[config.mk]
export PLATFORM = sky130hd
export DESIGN_NAME = hazard_ctrl_unit_flat
export DESIGN_NICKNAME = d
export VERILOG_FILES = /design/src/rtl/hazard_ctrl_unit_pkg.sv /design/src/rtl/hazard_ctrl_unit_if.sv /design/src/rtl/hazard_ctrl_unit_sat_counter.sv /design/src/rtl/hazard_ctrl_unit.sv /design/src/flat_wrapper.sv
export SDC_FILE = /design/constraint.sdc
export NUM_CORES = 1
export LEC_CHECK = 0
export BUFFER_PORTS_ARGS = -buffer_cell sky130_fd_sc_hd__buf_4
export CORE_MARGIN = 2
export CORE_UTILIZATION = 55
export DETAILED_ROUTE_END_ITERATION = 10
export PLACE_DENSITY = 0.88
export SETUP_SLACK_MARGIN = 0.02
export SLEW_MARGIN = 40
export SYNTH_ARGS = -nofsm -noshare
export SYNTH_HDL_FRONTEND = slang
export SYNTH_SLANG_ARGS = --single-unit
[constraint.sdc]
create_clock -name clk -period 9.8 [get_ports clk]
set_input_delay 2.94 -clock clk [delete_from_list [all_inputs] [get_ports clk]]
set_output_delay 2.94 -clock clk [all_outputs]
set_load 0.1 [all_outputs]
[src/rtl/hazard_ctrl_unit_pkg.sv]
// Shared types and pipeline-register indices for the hazard controller.
package hazard_pkg;

  typedef enum logic [1:0] {
    HZ_RUN,
    HZ_WAIT,
    HZ_PEND
  } hz_state_e;

  localparam int PREG_IF_ID  = 0;
  localparam int PREG_ID_EX  = 1;
  localparam int PREG_EX_MEM = 2;
  localparam int PREG_MEM_WB = 3;

endpackage

[src/rtl/hazard_ctrl_unit_if.sv]
// Hazard-controller signal bundle: decode/branch/memory status in, pipeline controls out.
interface hazard_ctrl_unit_if #(
  parameter int NUM_PREG = 4,
  parameter int REG_AW   = 5,
  parameter int PC_W     = 32,
  parameter int CNT_W    = 16
);
  logic [REG_AW-1:0]   id_rs1_i;
  logic [REG_AW-1:0]   id_rs2_i;
  logic                id_use_rs1_i;
  logic                id_use_rs2_i;
  logic [REG_AW-1:0]   ex_rd_i;
  logic                ex_mem_rd_i;
  logic                redirect_i;
  logic [PC_W-1:0]     redirect_tgt_i;
  logic                im_wait_i;
  logic                dm_wait_i;
  logic                pc_stall_o;
  logic                pc_redirect_o;
  logic [PC_W-1:0]     pc_tgt_o;
  logic [NUM_PREG-1:0] stall_o;
  logic [NUM_PREG-1:0] flush_o;
  logic                timeout_o;
  logic [CNT_W-1:0]    stall_cnt_o;
  logic [CNT_W-1:0]    flush_cnt_o;

  modport master (
    output id_rs1_i, id_rs2_i, id_use_rs1_i, id_use_rs2_i, ex_rd_i, ex_mem_rd_i,
           redirect_i, redirect_tgt_i, im_wait_i, dm_wait_i,
    input  pc_stall_o, pc_redirect_o, pc_tgt_o, stall_o, flush_o, timeout_o,
           stall_cnt_o, flush_cnt_o
  );

  modport slave (
    input  id_rs1_i, id_rs2_i, id_use_rs1_i, id_use_rs2_i, ex_rd_i, ex_mem_rd_i,
           redirect_i, redirect_tgt_i, im_wait_i, dm_wait_i,
    output pc_stall_o, pc_redirect_o, pc_tgt_o, stall_o, flush_o, timeout_o,
           stall_cnt_o, flush_cnt_o
  );
endinterface

[src/rtl/hazard_ctrl_unit_sat_counter.sv]
// Saturating up-counter with synchronous clear; holds at all ones instead of wrapping.
module sat_counter #(
  parameter int W = 16
) (
  input  logic         clk,
  input  logic         rst_n,
  input  logic         clr,
  input  logic         inc,
  output logic [W-1:0] cnt_o
);
  logic [W-1:0] cnt_q, cnt_d;

  always_comb begin
    cnt_d = cnt_q;
    if (clr) begin
      cnt_d = '0;
    end else if (inc && (cnt_q != '1)) begin
      cnt_d = cnt_q + 1'b1;
    end
  end

  always_ff @(posedge clk or negedge rst_n) begin
    if (!rst_n) begin
      cnt_q <= '0;
    end else begin
      cnt_q <= cnt_d;
    end
  end

  assign cnt_o = cnt_q;
endmodule

[src/rtl/hazard_ctrl_unit.sv]
// Pipeline hazard controller: load-use bubbles, memory-wait freeze, deferred redirects,
// wait watchdog and saturating stall/flush counters.
module hazard_ctrl_unit
  import hazard_pkg::*;
#(
  parameter int NUM_PREG = 4,
  parameter int REG_AW   = 5,
  parameter int PC_W     = 32,
  parameter int CNT_W    = 16,
  parameter int TIMEOUT  = 255
) (
  input logic               clk,
  input logic               rst_n,
  hazard_ctrl_unit_if.slave hz
);
  localparam int                WAIT_W   = $clog2(TIMEOUT + 1);
  localparam logic [REG_AW-1:0] REG_ZERO = '0;

  hz_state_e           state_q, state_d;
  logic [PC_W-1:0]     pend_tgt_q, pend_tgt_d;
  logic                timeout_q, timeout_d;
  logic [WAIT_W-1:0]   wait_cnt;

  logic                mem_busy, load_use, run_rules;
  logic                pc_stall, pc_redirect;
  logic [PC_W-1:0]     pc_tgt;
  logic [NUM_PREG-1:0] stall, flush;

  assign mem_busy = hz.im_wait_i | hz.dm_wait_i;
  assign load_use = hz.ex_mem_rd_i & (hz.ex_rd_i != REG_ZERO) &
                    ((hz.id_use_rs1_i & (hz.id_rs1_i == hz.ex_rd_i)) |
                     (hz.id_use_rs2_i & (hz.id_rs2_i == hz.ex_rd_i)));

  always_comb begin
    state_d     = state_q;
    pend_tgt_d  = pend_tgt_q;
    pc_stall    = 1'b0;
    pc_redirect = 1'b0;
    pc_tgt      = hz.redirect_tgt_i;
    stall       = '0;
    flush       = '0;
    run_rules   = 1'b0;

    // WAIT shares the RUN rules: still busy keeps the freeze, not busy falls straight through.
    case (state_q)
      HZ_RUN, HZ_WAIT: run_rules = 1'b1;
      HZ_PEND: begin
        pc_tgt = pend_tgt_q;
        if (mem_busy) begin
          pc_stall = 1'b1;
          stall    = '1;
        end else begin
          pc_redirect       = 1'b1;
          flush[PREG_IF_ID] = 1'b1;
          flush[PREG_ID_EX] = 1'b1;
          state_d           = HZ_RUN;
        end
      end
      default: state_d = HZ_RUN;
    endcase

    if (run_rules) begin
      state_d = HZ_RUN;
      if (mem_busy) begin
        pc_stall = 1'b1;
        stall    = '1;
        state_d  = HZ_WAIT;
        if (hz.redirect_i) begin
          pend_tgt_d = hz.redirect_tgt_i;
          state_d    = HZ_PEND;
        end
      end else if (hz.redirect_i) begin
        pc_redirect       = 1'b1;
        flush[PREG_IF_ID] = 1'b1;
        flush[PREG_ID_EX] = 1'b1;
      end else if (load_use) begin
        pc_stall          = 1'b1;
        stall[PREG_IF_ID] = 1'b1;
        flush[PREG_ID_EX] = 1'b1;
      end
    end
  end

  always_comb begin
    timeout_d = timeout_q;
    if (mem_busy && (wait_cnt == WAIT_W'(TIMEOUT - 1))) begin
      timeout_d = 1'b1;
    end
  end

  always_ff @(posedge clk or negedge rst_n) begin
    if (!rst_n) begin
      state_q    <= HZ_RUN;
      pend_tgt_q <= '0;
      timeout_q  <= 1'b0;
    end else begin
      state_q    <= state_d;
      pend_tgt_q <= pend_tgt_d;
      timeout_q  <= timeout_d;
    end
  end

  // Combinational controls are forced quiet while reset is asserted.
  assign hz.pc_stall_o    = rst_n & pc_stall;
  assign hz.pc_redirect_o = rst_n & pc_redirect;
  assign hz.pc_tgt_o      = rst_n ? pc_tgt : '0;
  assign hz.stall_o       = rst_n ? stall : '0;
  assign hz.flush_o       = rst_n ? flush : '0;
  assign hz.timeout_o     = timeout_q;

  sat_counter #(.W(WAIT_W)) u_wait_cnt (
    .clk   (clk),
    .rst_n (rst_n),
    .clr   (!mem_busy),
    .inc   (mem_busy),
    .cnt_o (wait_cnt)
  );

  sat_counter #(.W(CNT_W)) u_stall_cnt (
    .clk   (clk),
    .rst_n (rst_n),
    .clr   (1'b0),
    .inc   (hz.pc_stall_o),
    .cnt_o (hz.stall_cnt_o)
  );

  sat_counter #(.W(CNT_W)) u_flush_cnt (
    .clk   (clk),
    .rst_n (rst_n),
    .clr   (1'b0),
    .inc   (hz.pc_redirect_o),
    .cnt_o (hz.flush_cnt_o)
  );
endmodule

[src/flat_wrapper.sv]
// flat-port wrapper written by rule: the top's interface ports become plain ports
module hazard_ctrl_unit_flat import hazard_pkg::*;
#(
  parameter int NUM_PREG = 4,
  parameter int REG_AW   = 5,
  parameter int PC_W     = 32,
  parameter int CNT_W    = 16,
  parameter int TIMEOUT  = 255
)
  (clk, rst_n, hz_id_rs1_i, hz_id_rs2_i, hz_id_use_rs1_i, hz_id_use_rs2_i, hz_ex_rd_i, hz_ex_mem_rd_i, hz_redirect_i, hz_redirect_tgt_i, hz_im_wait_i, hz_dm_wait_i, hz_pc_stall_o, hz_pc_redirect_o, hz_pc_tgt_o, hz_stall_o, hz_flush_o, hz_timeout_o, hz_stall_cnt_o, hz_flush_cnt_o);
  hazard_ctrl_unit_if #(.NUM_PREG(NUM_PREG), .REG_AW(REG_AW), .PC_W(PC_W), .CNT_W(CNT_W)) hz_i ();
  input logic clk;
  input logic rst_n;
  input wire logic [$bits(hz_i.id_rs1_i)-1:0] hz_id_rs1_i;
  input wire logic [$bits(hz_i.id_rs2_i)-1:0] hz_id_rs2_i;
  input wire logic [$bits(hz_i.id_use_rs1_i)-1:0] hz_id_use_rs1_i;
  input wire logic [$bits(hz_i.id_use_rs2_i)-1:0] hz_id_use_rs2_i;
  input wire logic [$bits(hz_i.ex_rd_i)-1:0] hz_ex_rd_i;
  input wire logic [$bits(hz_i.ex_mem_rd_i)-1:0] hz_ex_mem_rd_i;
  input wire logic [$bits(hz_i.redirect_i)-1:0] hz_redirect_i;
  input wire logic [$bits(hz_i.redirect_tgt_i)-1:0] hz_redirect_tgt_i;
  input wire logic [$bits(hz_i.im_wait_i)-1:0] hz_im_wait_i;
  input wire logic [$bits(hz_i.dm_wait_i)-1:0] hz_dm_wait_i;
  output wire logic [$bits(hz_i.pc_stall_o)-1:0] hz_pc_stall_o;
  output wire logic [$bits(hz_i.pc_redirect_o)-1:0] hz_pc_redirect_o;
  output wire logic [$bits(hz_i.pc_tgt_o)-1:0] hz_pc_tgt_o;
  output wire logic [$bits(hz_i.stall_o)-1:0] hz_stall_o;
  output wire logic [$bits(hz_i.flush_o)-1:0] hz_flush_o;
  output wire logic [$bits(hz_i.timeout_o)-1:0] hz_timeout_o;
  output wire logic [$bits(hz_i.stall_cnt_o)-1:0] hz_stall_cnt_o;
  output wire logic [$bits(hz_i.flush_cnt_o)-1:0] hz_flush_cnt_o;
  assign hz_i.id_rs1_i = hz_id_rs1_i;
  assign hz_i.id_rs2_i = hz_id_rs2_i;
  assign hz_i.id_use_rs1_i = hz_id_use_rs1_i;
  assign hz_i.id_use_rs2_i = hz_id_use_rs2_i;
  assign hz_i.ex_rd_i = hz_ex_rd_i;
  assign hz_i.ex_mem_rd_i = hz_ex_mem_rd_i;
  assign hz_i.redirect_i = hz_redirect_i;
  assign hz_i.redirect_tgt_i = hz_redirect_tgt_i;
  assign hz_i.im_wait_i = hz_im_wait_i;
  assign hz_i.dm_wait_i = hz_dm_wait_i;
  assign hz_pc_stall_o = hz_i.pc_stall_o;
  assign hz_pc_redirect_o = hz_i.pc_redirect_o;
  assign hz_pc_tgt_o = hz_i.pc_tgt_o;
  assign hz_stall_o = hz_i.stall_o;
  assign hz_flush_o = hz_i.flush_o;
  assign hz_timeout_o = hz_i.timeout_o;
  assign hz_stall_cnt_o = hz_i.stall_cnt_o;
  assign hz_flush_cnt_o = hz_i.flush_cnt_o;
  hazard_ctrl_unit #(.NUM_PREG(NUM_PREG), .REG_AW(REG_AW), .PC_W(PC_W), .CNT_W(CNT_W), .TIMEOUT(TIMEOUT)) u_core (.clk(clk), .rst_n(rst_n), .hz(hz_i));
endmodule
# ---- Word level (Yosys, flattened, before mapping)
# Index checks and enable logic that the tools add are counted.
dict set report totals {
  ff_bits 75
  output_inout_bits 75
  input_bits 55
}
dict set report classes {
  bitwise_logic 8
  n_mux 37
  n_eq_ne 11
  n_reduce_logical 9
  add_sub_neg 3
}
# cell count
set ops {}
lappend ops {{32-bit two-way mux} 2}
lappend ops {{16-bit by 1-bit adder with 16-bit output (second input constant)} 2}
lappend ops {{16-bit inequality test (second input constant)} 2}
lappend ops {{1-bit two-way mux} 18}
lappend ops {{2-bit two-way mux} 9}
lappend ops {{4-bit two-way mux} 4}
lappend ops {{8-bit two-way mux} 2}
lappend ops {{5-bit equality test} 2}
lappend ops {{8-bit by 1-bit adder with 8-bit output (second input constant)} 1}
lappend ops {{8-bit equality test (second input constant)} 1}
lappend ops {{8-bit inequality test (second input constant)} 1}
lappend ops {{1-bit bitwise AND} 6}
lappend ops {{5-bit nonzero test} 1}
lappend ops {{1-bit logical AND} 4}
lappend ops {{2-bit one-hot mux with 2 select lines} 1}
lappend ops {{3-bit two-way mux} 1}
lappend ops {{3-bit inequality test (second input constant)} 1}
lappend ops {{3-bit AND reduction} 1}
lappend ops {{2-bit by 1-bit equality test with 1-bit output (second input constant)} 1}
lappend ops {{2-bit equality test (second input constant)} 1}
lappend ops {{2-bit zero test} 1}
lappend ops {{2-bit by 1-bit inequality test with 1-bit output (second input constant)} 1}
lappend ops {{2-bit inequality test (second input constant)} 1}
lappend ops {{1-bit OR} 2}
lappend ops {{2 further kinds} 2}

# ---- Longest topological paths before layout
dict set report depth {
  word_depth 10
  depth_mapped 7
  ltp_nobuf 7
}

# ---- Hierarchy
# Synthesis repeated with hierarchy kept, for this count alone.
dict set report unflattened {
  hier_cells 467
  hier_area_um2 4446.8
}
# mod n_inst seq_area_each_um2 cells_each area_per_inst_um2
set modules_own_cells {}
lappend modules_own_cells {hazard_ctrl_unit 1 875.8 222 2098.3}
lappend modules_own_cells {{sat_counter (u_core.u_flush_cnt ...)} 2 400.4 98 942.2}
lappend modules_own_cells {{sat_counter (u_core.u_wait_cnt)} 1 200.2 49 464.2}

# ---- Least setup slack after synthesis
# Ideal clock, no wire load.
dict set report synth_timing {
  path_kind {input port to output port}
  start {in rst_n}
  end {out hz_pc_tgt_o[10]}
  stages 2
  n_path_buf 1
  setup_slack_ns 1.501
  arrival_ns 5.359
  cell_sequence {clkbuf_1 > a21boi_0}
}
dict set report synth_via {
  elab_chain_cells 1
}
# item line_no
set synth_rtl {}
lappend synth_rtl {{from (decl)} flat_wrapper.sv:13} ;# input logic rst_n;
lappend synth_rtl {{32-bit two-way mux} hazard_ctrl_unit.sv:106} ;# assign hz.pc_tgt_o = rst_n ? pc_tgt : '0;
lappend synth_rtl {{to (decl)} flat_wrapper.sv:26} ;# output wire logic [$bits(hz_i.pc_tgt_o)-1:0] hz_pc_tgt_o;
# No other way between the ends.

# ---- Worst setup path in the final report
dict set report layout_timing {
  start {in hz_ex_rd_i[0]}
  end {out hz_pc_stall_o}
}
dict set report layout_via {
  elab_chain_cells 9
  elab_cells_between_ends 13
  cone_classes {eq/ne: 2; mux: 4; bitwise: 6; reduce/logical: 1}
}
# item line_no
set layout_rtl {}
lappend layout_rtl {{from (decl)} flat_wrapper.sv:18} ;# input wire logic [$bits(hz_i.ex_rd_i)-1:0] hz_ex_rd_i;
lappend layout_rtl {{5-bit equality test, on equally long branches} {hazard_ctrl_unit.sv:31, hazard_ctrl_unit.sv:32}}
lappend layout_rtl {{1-bit bitwise AND, on equally long branches} {hazard_ctrl_unit.sv:31, hazard_ctrl_unit.sv:32}}
lappend layout_rtl {{1-bit OR} hazard_ctrl_unit.sv:31} ;# ((hz.id_use_rs1_i & (hz.id_rs1_i == hz.ex_rd_i)) |
lappend layout_rtl {{1-bit bitwise AND (*)} hazard_ctrl_unit.sv:30} ;# assign load_use = hz.ex_mem_rd_i & (hz.ex_rd_i != REG_ZERO) &
lappend layout_rtl {{1-bit two-way mux (*)} hazard_ctrl_unit.sv:76} ;# end else if (load_use) begin
lappend layout_rtl {{1-bit two-way mux (*)} hazard_ctrl_unit.sv:72} ;# end else if (hz.redirect_i) begin
lappend layout_rtl {{1-bit two-way mux (*)} hazard_ctrl_unit.sv:64} ;# if (mem_busy) begin
lappend layout_rtl {{1-bit two-way mux (*)} hazard_ctrl_unit.sv:62} ;# if (run_rules) begin
lappend layout_rtl {{1-bit bitwise AND (*)} hazard_ctrl_unit.sv:104} ;# assign hz.pc_stall_o = rst_n & pc_stall;
lappend layout_rtl {{to (decl)} flat_wrapper.sv:24} ;# output wire logic [$bits(hz_i.pc_stall_o)-1:0] hz_pc_stall_o;
# Every way passes the cells marked *; elsewhere a longest branch is shown, timed or not.

==> results.md <==
* Die H at 89 um
* Critical path arrival at 4650 ps
* Least-Margin Pin Slew at 598 ps
* MaxCap Viol Count at 0
* Post-Synthesis Cell Area at roughly 4000 um^2
* Async S/R FF share, synth at 1.00
* Final Cycle Share at 0.774
* Place WS at 2140 ps
* CP Cell Sequence: buf_4 > or4_1 > o21ai_0 > o21ai_0 > and2b_2 > buf_4
* Final WS setup at between 2000 and 2500 ps
* Die W at a little under 90 um
* RePlAce Congestion at 0.885
* DR WL/cell at 14.4 um
* DRT Pass-1 Iters at 4
* Synth Register Bits at 75
* Pin count of the biggest net entering global routing at 74
* Setup TNS at 0 ps
* Pleak at around 2.5 nW
* Post-CTS Resized at 0
* Final setup fails at 0
* Final instance area at 5180 um^2
* Clk sinks at 75
* Synthesis Warnings at 0
* Synth Flop Type: dfrtp_1
* Vias at 3,297
* Hold Vio Cnt, Final at 0
* P&R area growth vs syn at 30.5%
* IO buf count at between 100 and 150
* Antenna violations before repair at 0
* Sequential-to-total area share from yosys stat at 0.472
* Vias in the first global route at 3,209
* Grt ovf at 0
* Pwr/cell area at roughly 240 nW/um^2
* CP endpoint kind: primary output
* Fmax at 0.132 GHz
* Layout cells sized above 1 at 0.365
* Max VDD drop at about 0.00024 V
* Fillers at 541
* Unrepaired setup endpoints after global routing: no
* Top delay family on crit path: simple AND/OR/NAND/NOR gates
* Max Slew Vio Count at 0
* Worst Path Class, Setup: primary input to primary output
* WP data required at just under 7000 ps
* Final wirelength at a little under 9 mm
* CP Buf/Inv Count at 2
* Mapped Cells at between 300 and 400
* Commonest cells post-synth: nand2_1, dfrtp_1, a21boi_0, mux2_2, xnor2_1
* Half-perimeter wire length after placement at between 6 and 7 mm
* Final ANT Viol Nets at 0
* CP max FO at 4
* Slowest cell on the critical path: or4_1
* CTS H-tree lvls at 3
* Core Region at 6910 um^2
* CTS tree: yes
* Hold/Removal Path Class: flop to flop
* Clk buf depth at 2
* Area leader, netlist: dfrtp_1
* GRT Total Usage at 0.235
* Syn Area/Cell at 9.98 um^2
* Row Count at 30
* Post-CTS Setup Inserts at 0
* Antenna diodes at 0
* Clock latency on the worst-skew pair at between 300 and 400 ps
* Hold Buf Count CTS at 0
* Clk pin slew, worst setup/hold paths at approximately 70 ps
* WHS at about 470 ps
* Slew HR at 0.600
* Vias per cell at roughly 5.3
* # DRC at 0
* Crit-path max cell delay at roughly 550 ps
* Setup crit start kind: primary input
* Cells taking the most area after synthesis: dfrtp_1, mux2_2, nand2_1, xnor2_1, a21boi_0
* EDFF count, synth at 0
* Yosys top cell area share at 0.472
* Root buffer cell: clkbuf_8
* Most frequent cell after synthesis: nand2_1
* Layout Skew at just over 8 ps
* Tmin final at around 7600 ps
* Die area at a little under 8000 um^2
* Initial drt markers at around 170
* Placed cell area at ~5000 um^2
* Global-route wire length before repair at 14.4 mm
* Layout net count at a little under 600
* Status: finished, final reports clean
* # IOs at 130
* Cts bufs inserted at 9
* Yosys cell types at 48
* Initial Util at 0.575
-- final timing paths --
| kind | end | slack [ps] | cells past startpoint | from |
|---|---|---|---|---|
| max in group asynchronous | u_core.pend_tgt_q[10] | 6410 | 2 | rst_n |
| min in group asynchronous | u_core.u_stall_cnt.cnt_o[4] | 2560 | 1 | rst_n |
| max reg2reg | u_core.u_flush_cnt.cnt_o[9] | 7290 | 7 | u_core.state_q[1] |
| max | hz_pc_stall_o | 2210 | 6 | hz_ex_rd_i[0] |
| min | u_core.hz.timeout_o | 470 | 1 | u_core.hz.timeout_o |
| min reg2reg | u_core.hz.timeout_o | 470 | 1 | u_core.hz.timeout_o |
-- flip-flops by register name, indices dropped and copies added (netlist names) --
| register | count |
|---|---|
| u_core.pend_tgt_q | 32 |
| u_core.u_flush_cnt.cnt_o | 16 |
| u_core.u_stall_cnt.cnt_o | 16 |
| u_core.u_wait_cnt.cnt_o | 8 |
| u_core.state_q | 2 |
| u_core.hz.timeout_o | 1 |
-- cells in the final DEF (no fill, tap or decap), drive strengths merged, types with 2 or more instances in the layout --
cell      count
buf         130
nand2        86
dfrtp        75
mux2         34
a21boi       32
xnor2        29
nor2         24
xor2         14
nand4        12
clkbuf       10
and3          7
nand3         7
o21ai         6
inv           6
nor3          5
ha            4
and4          4
and2          3
nor2b         3
or4           2
nor4          2
o21a          2
conb          2
clkinvlp      2
clkinv        2
and2b         2
-- power by group --
group / internal [mW] / leakage (nW) / switching (mW)
Clock: 0.124 / 0.0987 / 0.116
Combinational: 0.151 / 1.43 / 0.443
Sequential: 0.376 / 0.934 / 0.0572
Total: 0.652 / 2.46 / 0.616
-- per-stage QoR --
step | instances | power, mW | utilization
final | 620 | 1.27 | 0.751
after global placement | 604 | 1.02 | 0.720
after CTS | 620 | 1.28 | 0.750
after floorplan | 399 | 0.900 | -
after global routing | 620 | 1.33 | 0.751
after detailed placement | 604 | 1.04 | 0.721
-- cell families after synthesis --
kind of cell               share of synthesized area
and+or+nand+nor                                0.194
xor gates and xnor gates                      0.0948
buffers and inverters                         0.0302
DFF                                            0.472
muxes                                         0.0963
other                                       0.000944
AOI/OAI and AO/OA                             0.0992
adders and majority gates                     0.0126
-- cell type report --
type / count / area [um^2] / share of cell area
clock inverter: 6 / 63.8 / 0.0123
multi-input combinational: 298 / 1990 / 0.383
clock buffer: 10 / 138 / 0.0265
inverter: 5 / 18.8 / 0.00362
timing repair buffer: 130 / 980 / 0.189
tap: 96 / 120 / 0.0232
sequential: 75 / 1880 / 0.362
-- metal layers --
metal	global-route usage	share of wire	up-vias	routed length (um)
met5	0	0	-	0
met4	0.0950	0.022	0	195
met3	0.0416	0.045	17	400
met2	0.402	0.50	92	4480
met1	0.298	0.43	1587	3840
li1	-	-	1601	-
(Power assumes the default switching activity.)
